File: config.mk
export PLATFORM = sky130hd
export DESIGN_NAME = mdu_iter
export DESIGN_NICKNAME = d
export VERILOG_FILES = /design/src/rtl/mdu_pkg.sv /design/src/rtl/mdu_div_step.sv /design/src/rtl/mdu_iter.sv
export SDC_FILE = /design/constraint.sdc
export NUM_CORES = 2
export LEC_CHECK = 0
export CORE_MARGIN = 5
export CORE_UTILIZATION = 42
export CTS_CLUSTER_SIZE = 16
export DETAILED_ROUTE_END_ITERATION = 16
export HOLD_SLACK_MARGIN = 0.1
export SETUP_SLACK_MARGIN = 0.3
export SLEW_MARGIN = 20
export SYNTH_ARGS = -nofsm -noshare
export SYNTH_HDL_FRONTEND = slang
export SYNTH_SLANG_ARGS = --single-unit
File: constraint.sdc
create_clock -name clock -period 20 [get_ports clock]
set_input_delay 2 -clock clock [delete_from_list [all_inputs] [get_ports clock]]
set_output_delay 2 -clock clock [all_outputs]
set_load 0.01 [all_outputs]
File: src/rtl/mdu_pkg.sv
// Shared definitions for the iterative RISC-V M-extension unit: opcode
// encodings, FSM state encoding and the signed-overflow dividend constant.
package mdu_pkg;

    localparam logic [2:0] MDU_MUL    = 3'd0;
    localparam logic [2:0] MDU_MULH   = 3'd1;
    localparam logic [2:0] MDU_MULHSU = 3'd2;
    localparam logic [2:0] MDU_MULHU  = 3'd3;
    localparam logic [2:0] MDU_DIV    = 3'd4;
    localparam logic [2:0] MDU_DIVU   = 3'd5;
    localparam logic [2:0] MDU_REM    = 3'd6;
    localparam logic [2:0] MDU_REMU   = 3'd7;

    typedef enum logic [1:0] {
        IDLE = 2'd0,
        MUL  = 2'd1,
        DIV  = 2'd2,
        DONE = 2'd3
    } mdu_state_e;

    // Most-negative value of the effective width, sign-extended to 64 bits;
    // callers keep the low XLEN bits.
    function automatic logic [63:0] mdu_min_neg(input logic is_word, input int xlen);
        if (is_word || (xlen == 32'sd32)) begin
            mdu_min_neg = 64'hFFFF_FFFF_8000_0000;
        end else begin
            mdu_min_neg = 64'h8000_0000_0000_0000;
        end
    endfunction

endpackage

File: src/rtl/mdu_div_step.sv
// One restoring-division step: shift the next dividend bit into the partial
// remainder and subtract the divisor when it fits.
module mdu_div_step
    import mdu_pkg::*;
#(
    parameter int XLEN = 64
) (
    input  logic [XLEN-1:0] part_rem,
    input  logic            dvd_bit,
    input  logic [XLEN-1:0] divisor,
    output logic [XLEN-1:0] next_rem,
    output logic            q_bit
);

    logic [XLEN:0] trial_s;

    // Trial subtraction; the difference always fits XLEN bits when it is kept.
    always_comb begin
        trial_s = {part_rem, dvd_bit};
        if (trial_s >= {1'b0, divisor}) begin
            q_bit    = 1'b1;
            next_rem = trial_s[XLEN-1:0] - divisor;
        end else begin
            q_bit    = 1'b0;
            next_rem = trial_s[XLEN-1:0];
        end
    end

endmodule

File: src/rtl/mdu_iter.sv
// Iterative RISC-V M-extension unit: radix-2 shift-add multiplier and
// restoring divider, one bit per cycle. Define MDU_EARLY_OUT_EN to finish
// divide-by-zero, signed overflow and multiply-by-zero right after accept.
module mdu_iter
    import mdu_pkg::*;
#(
    parameter int XLEN     = 64,
    parameter int WORD_OPS = 1
) (
    input  logic            clock,
    input  logic            reset_n,
    input  logic            in_valid,
    output logic            in_ready,
    input  logic [2:0]      op,
    input  logic            word,
    input  logic [XLEN-1:0] src1,
    input  logic [XLEN-1:0] src2,
    input  logic            flush,
    output logic            out_valid,
    input  logic            out_ready,
    output logic [XLEN-1:0] result
);

    localparam bit                WORD_EN = (XLEN == 32'sd64) && (WORD_OPS != 32'sd0);
    localparam logic [XLEN-1:0]   ONE_X   = {{(XLEN-1){1'b0}}, 1'b1};
    localparam logic [2*XLEN-1:0] ONE_2X  = {{(2*XLEN-1){1'b0}}, 1'b1};

    function automatic logic [XLEN-1:0] fix_word(input logic is_word, input logic [XLEN-1:0] v);
        if (is_word) begin
            fix_word = XLEN'(signed'(v[31:0]));
        end else begin
            fix_word = v;
        end
    endfunction

    function automatic logic [XLEN-1:0] div_special(input logic is_rem, input logic dbz,
                                                    input logic [XLEN-1:0] dvd);
        if (is_rem) begin
            div_special = dbz ? dvd : {XLEN{1'b0}};
        end else begin
            div_special = dbz ? {XLEN{1'b1}} : dvd;
        end
    endfunction

    mdu_state_e          state_r, state_nxt_s;
    logic [2:0]          op_r, op_nxt_s;
    logic                word_r, word_nxt_s;
    logic                neg_r, neg_nxt_s;
    logic                rem_neg_r, rem_neg_nxt_s;
    logic                dbz_r, dbz_nxt_s;
    logic                ovf_r, ovf_nxt_s;
    logic [6:0]          cnt_r, cnt_nxt_s;
    logic [XLEN-1:0]     a_r, a_nxt_s;
    logic [XLEN-1:0]     op1_r, op1_nxt_s;
    logic [2*XLEN-1:0]   acc_r, acc_nxt_s;
    logic [XLEN-1:0]     result_r, result_nxt_s;
    logic                out_valid_r, valid_nxt_s;

    logic                is_word_s, is_div_s, s1_sgn_s, s2_sgn_s, neg1_s, neg2_s;
    logic                dbz_s, ovf_s;
    logic [XLEN-1:0]     op1_ext_s, op2_ext_s, mag1_s, mag2_s;
    logic [63:0]         min_neg_s;

    logic [XLEN:0]       mul_sum_s;
    logic [2*XLEN-1:0]   mul_nxt_s, div_nxt_s, prod_s;
    logic [XLEN-1:0]     mul_res_s, div_res_s, quot_s, remd_s, div_raw_s, div_rem_s;
    logic                div_q_s;

    // Operand decode: truncation/extension for word ops, signs and magnitudes.
    always_comb begin
        is_word_s = WORD_EN & word;
        is_div_s  = op[2];
        case (op)
            MDU_MULH, MDU_DIV, MDU_REM: begin
                s1_sgn_s = 1'b1;
                s2_sgn_s = 1'b1;
            end
            MDU_MULHSU: begin
                s1_sgn_s = 1'b1;
                s2_sgn_s = 1'b0;
            end
            default: begin
                s1_sgn_s = 1'b0;
                s2_sgn_s = 1'b0;
            end
        endcase
        if (is_word_s) begin
            op1_ext_s = s1_sgn_s ? fix_word(1'b1, src1) : XLEN'(src1[31:0]);
            op2_ext_s = s2_sgn_s ? fix_word(1'b1, src2) : XLEN'(src2[31:0]);
        end else begin
            op1_ext_s = src1;
            op2_ext_s = src2;
        end
        neg1_s    = s1_sgn_s & op1_ext_s[XLEN-1];
        neg2_s    = s2_sgn_s & op2_ext_s[XLEN-1];
        mag1_s    = neg1_s ? (~op1_ext_s + ONE_X) : op1_ext_s;
        mag2_s    = neg2_s ? (~op2_ext_s + ONE_X) : op2_ext_s;
        min_neg_s = mdu_min_neg(is_word_s, XLEN);
        dbz_s     = is_div_s & (op2_ext_s == {XLEN{1'b0}});
        ovf_s     = is_div_s & s1_sgn_s & (op1_ext_s == min_neg_s[XLEN-1:0])
                    & (op2_ext_s == {XLEN{1'b1}});
    end

`ifdef MDU_EARLY_OUT_EN
    logic            early_s;
    logic [XLEN-1:0] early_res_s;

    // Requests whose result is known without iterating.
    always_comb begin
        if (is_div_s) begin
            early_s     = dbz_s | ovf_s;
            early_res_s = fix_word(is_word_s, div_special(op[1], dbz_s, op1_ext_s));
        end else begin
            early_s     = (op2_ext_s == {XLEN{1'b0}});
            early_res_s = {XLEN{1'b0}};
        end
    end
`endif

    mdu_div_step #(.XLEN(XLEN)) u_div_step (
        .part_rem (acc_r[2*XLEN-1:XLEN]),
        .dvd_bit  (acc_r[XLEN-1]),
        .divisor  (a_r),
        .next_rem (div_rem_s),
        .q_bit    (div_q_s)
    );

    // One iteration of each datapath plus the sign-corrected final results.
    always_comb begin
        mul_sum_s = {1'b0, acc_r[2*XLEN-1:XLEN]} + (acc_r[0] ? {1'b0, a_r} : {(XLEN+1){1'b0}});
        mul_nxt_s = {mul_sum_s, acc_r[XLEN-1:1]};
        div_nxt_s = {div_rem_s, acc_r[XLEN-2:0], div_q_s};
        prod_s    = neg_r ? (~mul_nxt_s + ONE_2X) : mul_nxt_s;
        // After 32 iterations the word product sits just above the unused multiplier bits.
        if (op_r == MDU_MUL) begin
            if (word_r) begin
                mul_res_s = fix_word(1'b1, XLEN'(mul_nxt_s[XLEN-1 -: 32]));
            end else begin
                mul_res_s = prod_s[XLEN-1:0];
            end
        end else begin
            mul_res_s = prod_s[2*XLEN-1:XLEN];
        end
        quot_s = neg_r ? (~div_nxt_s[XLEN-1:0] + ONE_X) : div_nxt_s[XLEN-1:0];
        remd_s = rem_neg_r ? (~div_nxt_s[2*XLEN-1:XLEN] + ONE_X) : div_nxt_s[2*XLEN-1:XLEN];
        if (dbz_r | ovf_r) begin
            div_raw_s = div_special(op_r[1], dbz_r, op1_r);
        end else begin
            div_raw_s = op_r[1] ? remd_s : quot_s;
        end
        div_res_s = fix_word(word_r, div_raw_s);
    end

    // Next-state and next-register logic; flush overrides everything.
    always_comb begin
        state_nxt_s   = state_r;
        op_nxt_s      = op_r;
        word_nxt_s    = word_r;
        neg_nxt_s     = neg_r;
        rem_neg_nxt_s = rem_neg_r;
        dbz_nxt_s     = dbz_r;
        ovf_nxt_s     = ovf_r;
        cnt_nxt_s     = cnt_r;
        a_nxt_s       = a_r;
        op1_nxt_s     = op1_r;
        acc_nxt_s     = acc_r;
        result_nxt_s  = result_r;
        valid_nxt_s   = out_valid_r;
        if (flush) begin
            state_nxt_s = IDLE;
            valid_nxt_s = 1'b0;
        end else begin
            case (state_r)
                IDLE: begin
                    if (in_valid) begin
                        op_nxt_s      = op;
                        word_nxt_s    = is_word_s;
                        neg_nxt_s     = neg1_s ^ neg2_s;
                        rem_neg_nxt_s = neg1_s;
                        dbz_nxt_s     = dbz_s;
                        ovf_nxt_s     = ovf_s;
                        op1_nxt_s     = op1_ext_s;
                        cnt_nxt_s     = is_word_s ? 7'd32 : 7'(XLEN);
                        if (is_div_s) begin
                            a_nxt_s = mag2_s;
                            if (is_word_s) begin
                                acc_nxt_s = {{XLEN{1'b0}}, mag1_s << (XLEN - 32)};
                            end else begin
                                acc_nxt_s = {{XLEN{1'b0}}, mag1_s};
                            end
                        end else begin
                            a_nxt_s   = mag1_s;
                            acc_nxt_s = {{XLEN{1'b0}}, mag2_s};
                        end
`ifdef MDU_EARLY_OUT_EN
                        if (early_s) begin
                            state_nxt_s  = DONE;
                            valid_nxt_s  = 1'b1;
                            result_nxt_s = early_res_s;
                        end else begin
                            state_nxt_s = is_div_s ? DIV : MUL;
                        end
`else
                        state_nxt_s = is_div_s ? DIV : MUL;
`endif
                    end else begin
                        state_nxt_s = IDLE;
                    end
                end
                MUL: begin
                    acc_nxt_s = mul_nxt_s;
                    cnt_nxt_s = cnt_r - 7'd1;
                    if (cnt_r == 7'd1) begin
                        state_nxt_s  = DONE;
                        valid_nxt_s  = 1'b1;
                        result_nxt_s = mul_res_s;
                    end else begin
                        state_nxt_s = MUL;
                    end
                end
                DIV: begin
                    acc_nxt_s = div_nxt_s;
                    cnt_nxt_s = cnt_r - 7'd1;
                    if (cnt_r == 7'd1) begin
                        state_nxt_s  = DONE;
                        valid_nxt_s  = 1'b1;
                        result_nxt_s = div_res_s;
                    end else begin
                        state_nxt_s = DIV;
                    end
                end
                DONE: begin
                    if (out_ready) begin
                        state_nxt_s = IDLE;
                        valid_nxt_s = 1'b0;
                    end else begin
                        state_nxt_s = DONE;
                    end
                end
                default: begin
                    state_nxt_s = IDLE;
                    valid_nxt_s = 1'b0;
                end
            endcase
        end
    end

    // State and datapath registers.
    always_ff @(posedge clock or negedge reset_n) begin
        if (!reset_n) begin
            state_r     <= IDLE;
            op_r        <= 3'd0;
            word_r      <= 1'b0;
            neg_r       <= 1'b0;
            rem_neg_r   <= 1'b0;
            dbz_r       <= 1'b0;
            ovf_r       <= 1'b0;
            cnt_r       <= 7'd0;
            a_r         <= {XLEN{1'b0}};
            op1_r       <= {XLEN{1'b0}};
            acc_r       <= {(2*XLEN){1'b0}};
            result_r    <= {XLEN{1'b0}};
            out_valid_r <= 1'b0;
        end else begin
            state_r     <= state_nxt_s;
            op_r        <= op_nxt_s;
            word_r      <= word_nxt_s;
            neg_r       <= neg_nxt_s;
            rem_neg_r   <= rem_neg_nxt_s;
            dbz_r       <= dbz_nxt_s;
            ovf_r       <= ovf_nxt_s;
            cnt_r       <= cnt_nxt_s;
            a_r         <= a_nxt_s;
            op1_r       <= op1_nxt_s;
            acc_r       <= acc_nxt_s;
            result_r    <= result_nxt_s;
            out_valid_r <= valid_nxt_s;
        end
    end

    assign in_ready  = (state_r == IDLE) & ~flush;
    assign out_valid = out_valid_r;
    assign result    = result_r;

endmodule
Yosys cells after proc, flatten, opt, wreduce, memory -nomap -nowiden

Cells that the tools add are included.

$add $sub $neg: 8
Equality and inequality tests: 15
Reductions and logical operators: 15
$lt $le $gt $ge: 1
Bitwise logic cells: 15
Multiplexer cells: 45

Operators with widths:

| operator                                          | number |
|---|---|
| 2-to-1 mux 64 bit                                 | 22 |
| 2-to-1 mux 128 bit                                | 3 |
| one-hot mux 128 bit (3 select lines)              | 1 |
| adder 64 x 1 -> 64 bit (second input constant)    | 4 |
| NOT 64 bit                                        | 4 |
| adder 128 x 1 -> 128 bit (second input constant)  | 1 |
| NOT 128 bit                                       | 1 |
| one-hot mux 64 bit (2 select lines)               | 1 |
| adder 64 x 64 -> 65 bit                           | 1 |
| >= comparator 65 x 64 -> 1 bit                    | 1 |
| == test 64 bit                                    | 1 |
| == test 64 bit (second input constant)            | 1 |
| logical NOT 64 bit                                | 1 |
| subtractor 64 bit                                 | 1 |
| 2-to-1 mux 63 bit                                 | 1 |
| 2-to-1 mux 7 bit                                  | 2 |
| one-hot mux 7 bit (2 select lines)                | 1 |
| AND reduction 3 bit                               | 4 |
| 2-to-1 mux 2 bit                                  | 5 |
| one-hot mux 2 bit (4 select lines)                | 1 |
| AND 1 bit                                         | 7 |
| == test 7 x 1 -> 1 bit (second input constant)    | 1 |
| 2-to-1 mux 1 bit                                  | 7 |
| subtractor 7 x 1 -> 7 bit (second input constant) | 1 |
| 20 further kinds                                  | 26 |

Input bits: 137
Register bits after elaboration: 338

Depth between registers and ports, before layout

Depth in word-level cells: 12
Gate-level depth with buffers: 30
Mapped depth without buffers: 24

Hierarchy

From an unflattened synthesis, not the netlist that was laid out.

Cells, all modules: 5,498
Area total of the unflattened synthesis: 38,190.4 um^2

Modules (own cells, without submodules):

| module       | cells an instance | times used | area an instance (um^2) |
|---|---|---|---|
| mdu_iter     | 4,741             | 1          | 33,398.3 |
| mdu_div_step | 757               | 1          | 4,792.1 |

Least setup slack after synthesis

No wires, ideal clock.

Path kind: register to register
Start: register acc_r[66]
End: register result_r[36], in the netlist result[36]
Arrival: 6.165 ns
Setup time: 0.133 ns
Slack: 13.702 ns
Stages on the path, launching flop included: 28
Cells stage by stage: dfrtp_1 > ha_1 > clkbuf_1 > nand3_1 > and2_1 > a2111o_1 > nand3b_1 > and3_1 > o211ai_1 > nand2_1 > buf_2 > buf_1 > buf_1 > buf_1 > nand2_1 > o21ai_0 > ha_1 > nand3_1 > nor4_1 > nand4_1 > o41a_1 > or2_2 > clkbuf_1 > nor4b_1 > nor2_1 > xnor2_1 > a211oi_1 > o31ai_1

Word-level cells in the longest chain between the ends: 10
Elaborated cells on any way between the ends: 21

Ends and longest elaborated chain:

| element                                                             | RTL line                               | text |
|---|---|---|
| start, declared                                                     | mdu_iter.sv:55                         | `logic [2*XLEN-1:0] acc_r, acc_nxt_s;` |
| start signal, assigned                                              | mdu_iter.sv:261                        | `acc_r <= {(2*XLEN){1'b0}};` |
| start signal, assigned                                              | mdu_iter.sv:275                        | `acc_r <= acc_nxt_s;` |
| subtractor 64 bit or >= comparator 65 x 64 -> 1 bit (tied branches) | mdu_div_step.sv:22, mdu_div_step.sv:20 |  |
| 2-to-1 mux 64 bit or 2-to-1 mux 1 bit (tied branches)               | mdu_div_step.sv:20                     | `if (trial_s >= {1'b0, divisor}) begin` |
| NOT 64 bit (on tied branches)                                       | mdu_iter.sv:145, mdu_iter.sv:144       |  |
| adder 64 x 1 -> 64 bit (on tied branches)                           | mdu_iter.sv:145, mdu_iter.sv:144       |  |
| 2-to-1 mux 64 bit (on tied branches)                                | mdu_iter.sv:145, mdu_iter.sv:144       |  |
| 2-to-1 mux 64 bit                                                   | mdu_iter.sv:149                        | `div_raw_s = op_r[1] ? remd_s : quot_s;` |
| 2-to-1 mux 64 bit                                                   | mdu_iter.sv:146                        | `if (dbz_r \| ovf_r) begin` |
| 2-to-1 mux 64 bit                                                   | mdu_iter.sv:29                         | `if (is_word) begin` |
| 2-to-1 mux 64 bit                                                   | mdu_iter.sv:224                        | `if (cnt_r == 7'd1) begin` |
| one-hot mux 64 bit (2 select lines) *                               | mdu_iter.sv:173                        | `case (state_r)` |
| end signal, assigned                                                | mdu_iter.sv:262                        | `result_r <= {XLEN{1'b0}};` |
| end signal, assigned                                                | mdu_iter.sv:276                        | `result_r <= result_nxt_s;` |
| end, declared                                                       | mdu_iter.sv:56                         | `logic [XLEN-1:0] result_r, result_nxt_s;` |

Every way passes the cells marked *; elsewhere a longest branch is shown, timed or not. The select of a mux whose other input is x is not followed.
A chain may end at the register's enable or synchronous reset.

Worst setup path after layout

Start: register acc_r[63]
End: register result_r[58], in the netlist result[58]

The elaborated chain is that of the path after synthesis.

==> flow_summary.json <==
{
  "status": "finished clean",
  "fillers": 9751,
  "nets": 5857,
  "max_freq_mhz": 131,
  "fin_setup_tns_ps": 0,
  "period_share_pct": 38.2,
  "netlist_area_mm2": 0.0395,
  "ff2ff_setup_slack_ps": 12370,
  "synth_fp_nets": 5971,
  "pwr-share-clk_pct": 25.2,
  "setup_viol": 0,
  "worstPathRequired_ps": 20460,
  "routed_wl_um": 202000,
  "hold_end": "result[10]$_DFFE_PN0P_",
  "critPathKind": "flop to flop",
  "grt_start_max_net_pins": 111,
  "layout_commonest_cell": "nand2_1",
  "fp.dieArea_mm2": 0.100,
  "initial_core_util_pct": 42.4,
  "cts_buffers": 44,
  "cts_resized": 0,
  "reg2reg_from": "acc_r[63]$_DFFE_PN0P_",
  "wire_per_inst_um": 29.5,
  "combPwrFrac_pct": 47.0,
  "tritoncts": "done",
  "mostFrequentLayoutCells": "nand2_1, o21ai_0, nor2_1, a21oi_1, dfrtp_1",
  "critPathLaunch": "acc_r[63]$_DFFE_PN0P_",
  "gp_routability_congestion": 1.05,
  "hold_start": "result[10]$_DFFE_PN0P_",
  "clk_pin_slew_ps": 60,
  "grt_pass1_vias": 41400,
  "routed_via_density": 6.71,
  "final_antenna_net_count": 0,
  "chipWidth_um": 317,
  "max_cap_violations": 0,
  "hpwl_um": 157000,
  "regArea_mm2": 0.00847,
  "p_int_mw": 1.83,
  "yosysWarningCount": 0,
  "clock_skew_ps": 33.5,
  "clk-insertion-delay-late_ps": 630,
  "p_total_mw": 3.52,
  "core_region_area_mm2": 0.0933,
  "clockRootBuffer": "clkbuf_16",
  "p_leak_nw": 17.5,
  "hold_class": "flop to flop",
  "cts_setup_buffers": 0,
  "fin_area_mm2": 0.0437,
  "row_count": 112,
  "ys_ff_latch": 338,
  "io_pins": 203,
  "cp-start-kind": "flop",
  "ir_drop_mv": 0.0630,
  "p_sw_mw": 1.69,
  "synthCells": 5692,
  "vias": 46100,
  "synth_ff_type": "dfrtp_1",
  "synth_edf_count": 0,
  "htreeDepth": 2,
  "synthArstFlopShare_pct": 100,
  "clk_path_buf_depth": 3,
  "drive_above_1_share_pct": 4.92,
  "drtIter0Drc": 6916,
  "hold_buffers": 0,
  "seq_area_frac_synth_pct": 21.4,
  "p_per_area_mw_per_mm2": 80.4,
  "dpl_cell_area_mm2": 0.0422,
  "die_y_um": 317,
  "hold_viol": 0,
  "grt_pass1_wl_um": 289000,
  "drt_first_pass_iters": 8,
  "worstReg2RegEnd": "result[58]$_DFFE_PN0P_",
  "drc": 0,
  "portBuffers": 202,
  "r2r_cells": 24,
  "hold_depth": 2,
  "seqPwrFrac_pct": 27.8,
  "synth.avg_cell_area_um2": 6.94,
  "slew_viol_final": 0,
  "area_growth_pct": 10.7,
  "rsz0062_at_grt": "false",
  "cts_num_sinks": 338,
  "tightest_slew_ps": 1180,
  "overflow": 0,
  "track_usage_pct": 38.5,
  "multi_input_area_mm2": 0.0289,
  "cp.arrival_ps": 8090,
  "yosys.cell_types.count": 95,
  "switching_share_pct": 48.1,
  "relSlewSlack_pct": 21.2,
  "cp_max_fo": 51,
  "antenna_found_initial": 10,
  "worst_setup_path_end_kind": "flop",
  "period_needed_ps": 7630
}
[layout make-up]
| cell class | instances | area share (%) |
|---|---|---|
| clock buffers | 54 | 2.79 |
| diodes | 2 | 0.0114 |
| inverters | 139 | 1.19 |
| repair buffers | 291 | 6.15 |
| well taps | 1254 | 3.59 |
| multi-input cells | 4764 | 66.2 |
| flip-flops and latches | 338 | 19.4 |
| clock inverters | 27 | 0.747 |
[critical path, cell delays in order (launching register included)]
cell,delay [ps]
dfrtp_1,470
inv_1,180
ha_1,240
nor2b_1,260
o2111ai_1,280
a2111o_1,540
nand3b_1,300
and3_1,270
o211ai_1,120
buf_4,250
nand2_4,330
buf_4,630
nand2_1,100
o21ai_0,180
ha_1,370
nand2_1,80
nor4_1,310
nand4_1,200
or4_1,440
a21oi_1,460
nand4_1,490
o31ai_1,430
xnor2_1,110
a211oi_1,240
o31ai_1,110
[flip-flops by register name, indices dropped and copies added (netlist names), 2 cells and up]
register	count
result	64
acc_r	128
a_r	64
state_r	2
cnt_r	7
op1_r	64
op_r	3
[logic make-up after synthesis]
group	after synthesis	synth area share, %
AO/OA/AOI/OAI	1992	32.1
multiplexers	87	2.25
XOR/XNOR	414	9.17
buffers and inverters	590	5.68
AND/OR/NAND/NOR	2129	24.9
flip-flops	338	21.4
adder cells (fa/ha/maj)	142	4.53
[worst max path at each step]
| stage | to | slack (ps) | cells after the start |
|---|---|---|---|
| 2_1_floorplan | result[36]$_DFFE_PN0P_ | 13700 | 27 |
| 3_3_place_gp | result[58]$_DFFE_PN0P_ | 12750 | 23 |
| 3_5_place_dp | result[58]$_DFFE_PN0P_ | 12670 | 24 |
| 4_1_cts | result[58]$_DFFE_PN0P_ | 12610 | 24 |
| 5_1_grt | result[58]$_DFFE_PN0P_ | 12020 | 23 |
| 6_report | result[58]$_DFFE_PN0P_ | 12370 | 24 |
[metrics by stage]
stage | worst slack, ps | hold WS (ps) | std cells | utilization, %
2_1_floorplan | 13700 | 446 | 5692 | -
3_3_place_gp | 12750 | 461 | 6786 | 45.2
3_5_place_dp | 12670 | 468 | 6786 | 45.2
4_1_cts | 12610 | 483 | 6867 | 46.9
5_1_grt | 12020 | 507 | 6867 | 46.9
6_report | 12370 | 478 | 6869 | 46.9
[Yosys cell counts (all sizes together) (13+ instances only)]
library cell / number / area, um2
a211o: 16 / 140
a211oi: 103 / 773
a21o: 82 / 616
a21oi: 485 / 2430
a221oi: 41 / 365
a22o: 34 / 298
a22oi: 84 / 631
a311oi: 14 / 123
a31oi: 48 / 300
and2: 38 / 238
and3: 36 / 225
buf: 57 / 243
clkbuf: 394 / 1480
dfrtp: 338 / 8460
ha: 140 / 1750
inv: 134 / 503
mux2: 14 / 158
mux2i: 73 / 731
nand2: 834 / 3130
nand2b: 24 / 150
nand3: 88 / 440
nand3b: 13 / 97.6
nand4: 88 / 551
nor2: 545 / 2050
nor2b: 28 / 175
nor3: 151 / 761
nor4: 64 / 428
o211ai: 72 / 541
o21a: 46 / 345
o21ai: 587 / 2940
o21bai: 20 / 150
o221ai: 15 / 131
o22ai: 33 / 206
o31ai: 113 / 848
o32ai: 17 / 149
o41ai: 36 / 323
or2: 34 / 213
or3: 82 / 523
or4: 45 / 345
xnor2: 228 / 2000
xor2: 186 / 1630
[routing by layer]
layer / vias to the layer above / share of wire, % / track usage (%)
li1: 20600 / - / -
met1: 22100 / 40 / 52.7
met2: 2954 / 41 / 56.7
met3: 495 / 12 / 8.61
met4: 10 / 6.7 / 20.5
met5: - / 0.033 / 0
[power groups by stage]
stage	clock network, mW	logic (mW)	registers, mW
floorplan	0	1.07	0.839
detailed placement	0	1.58	0.975
CTS	0.886	1.59	0.963
global placement	0	1.58	0.973
global route	0.909	1.75	0.977
finish	0.885	1.65	0.977
No activity file was read; power rests on OpenSTA's default activity.
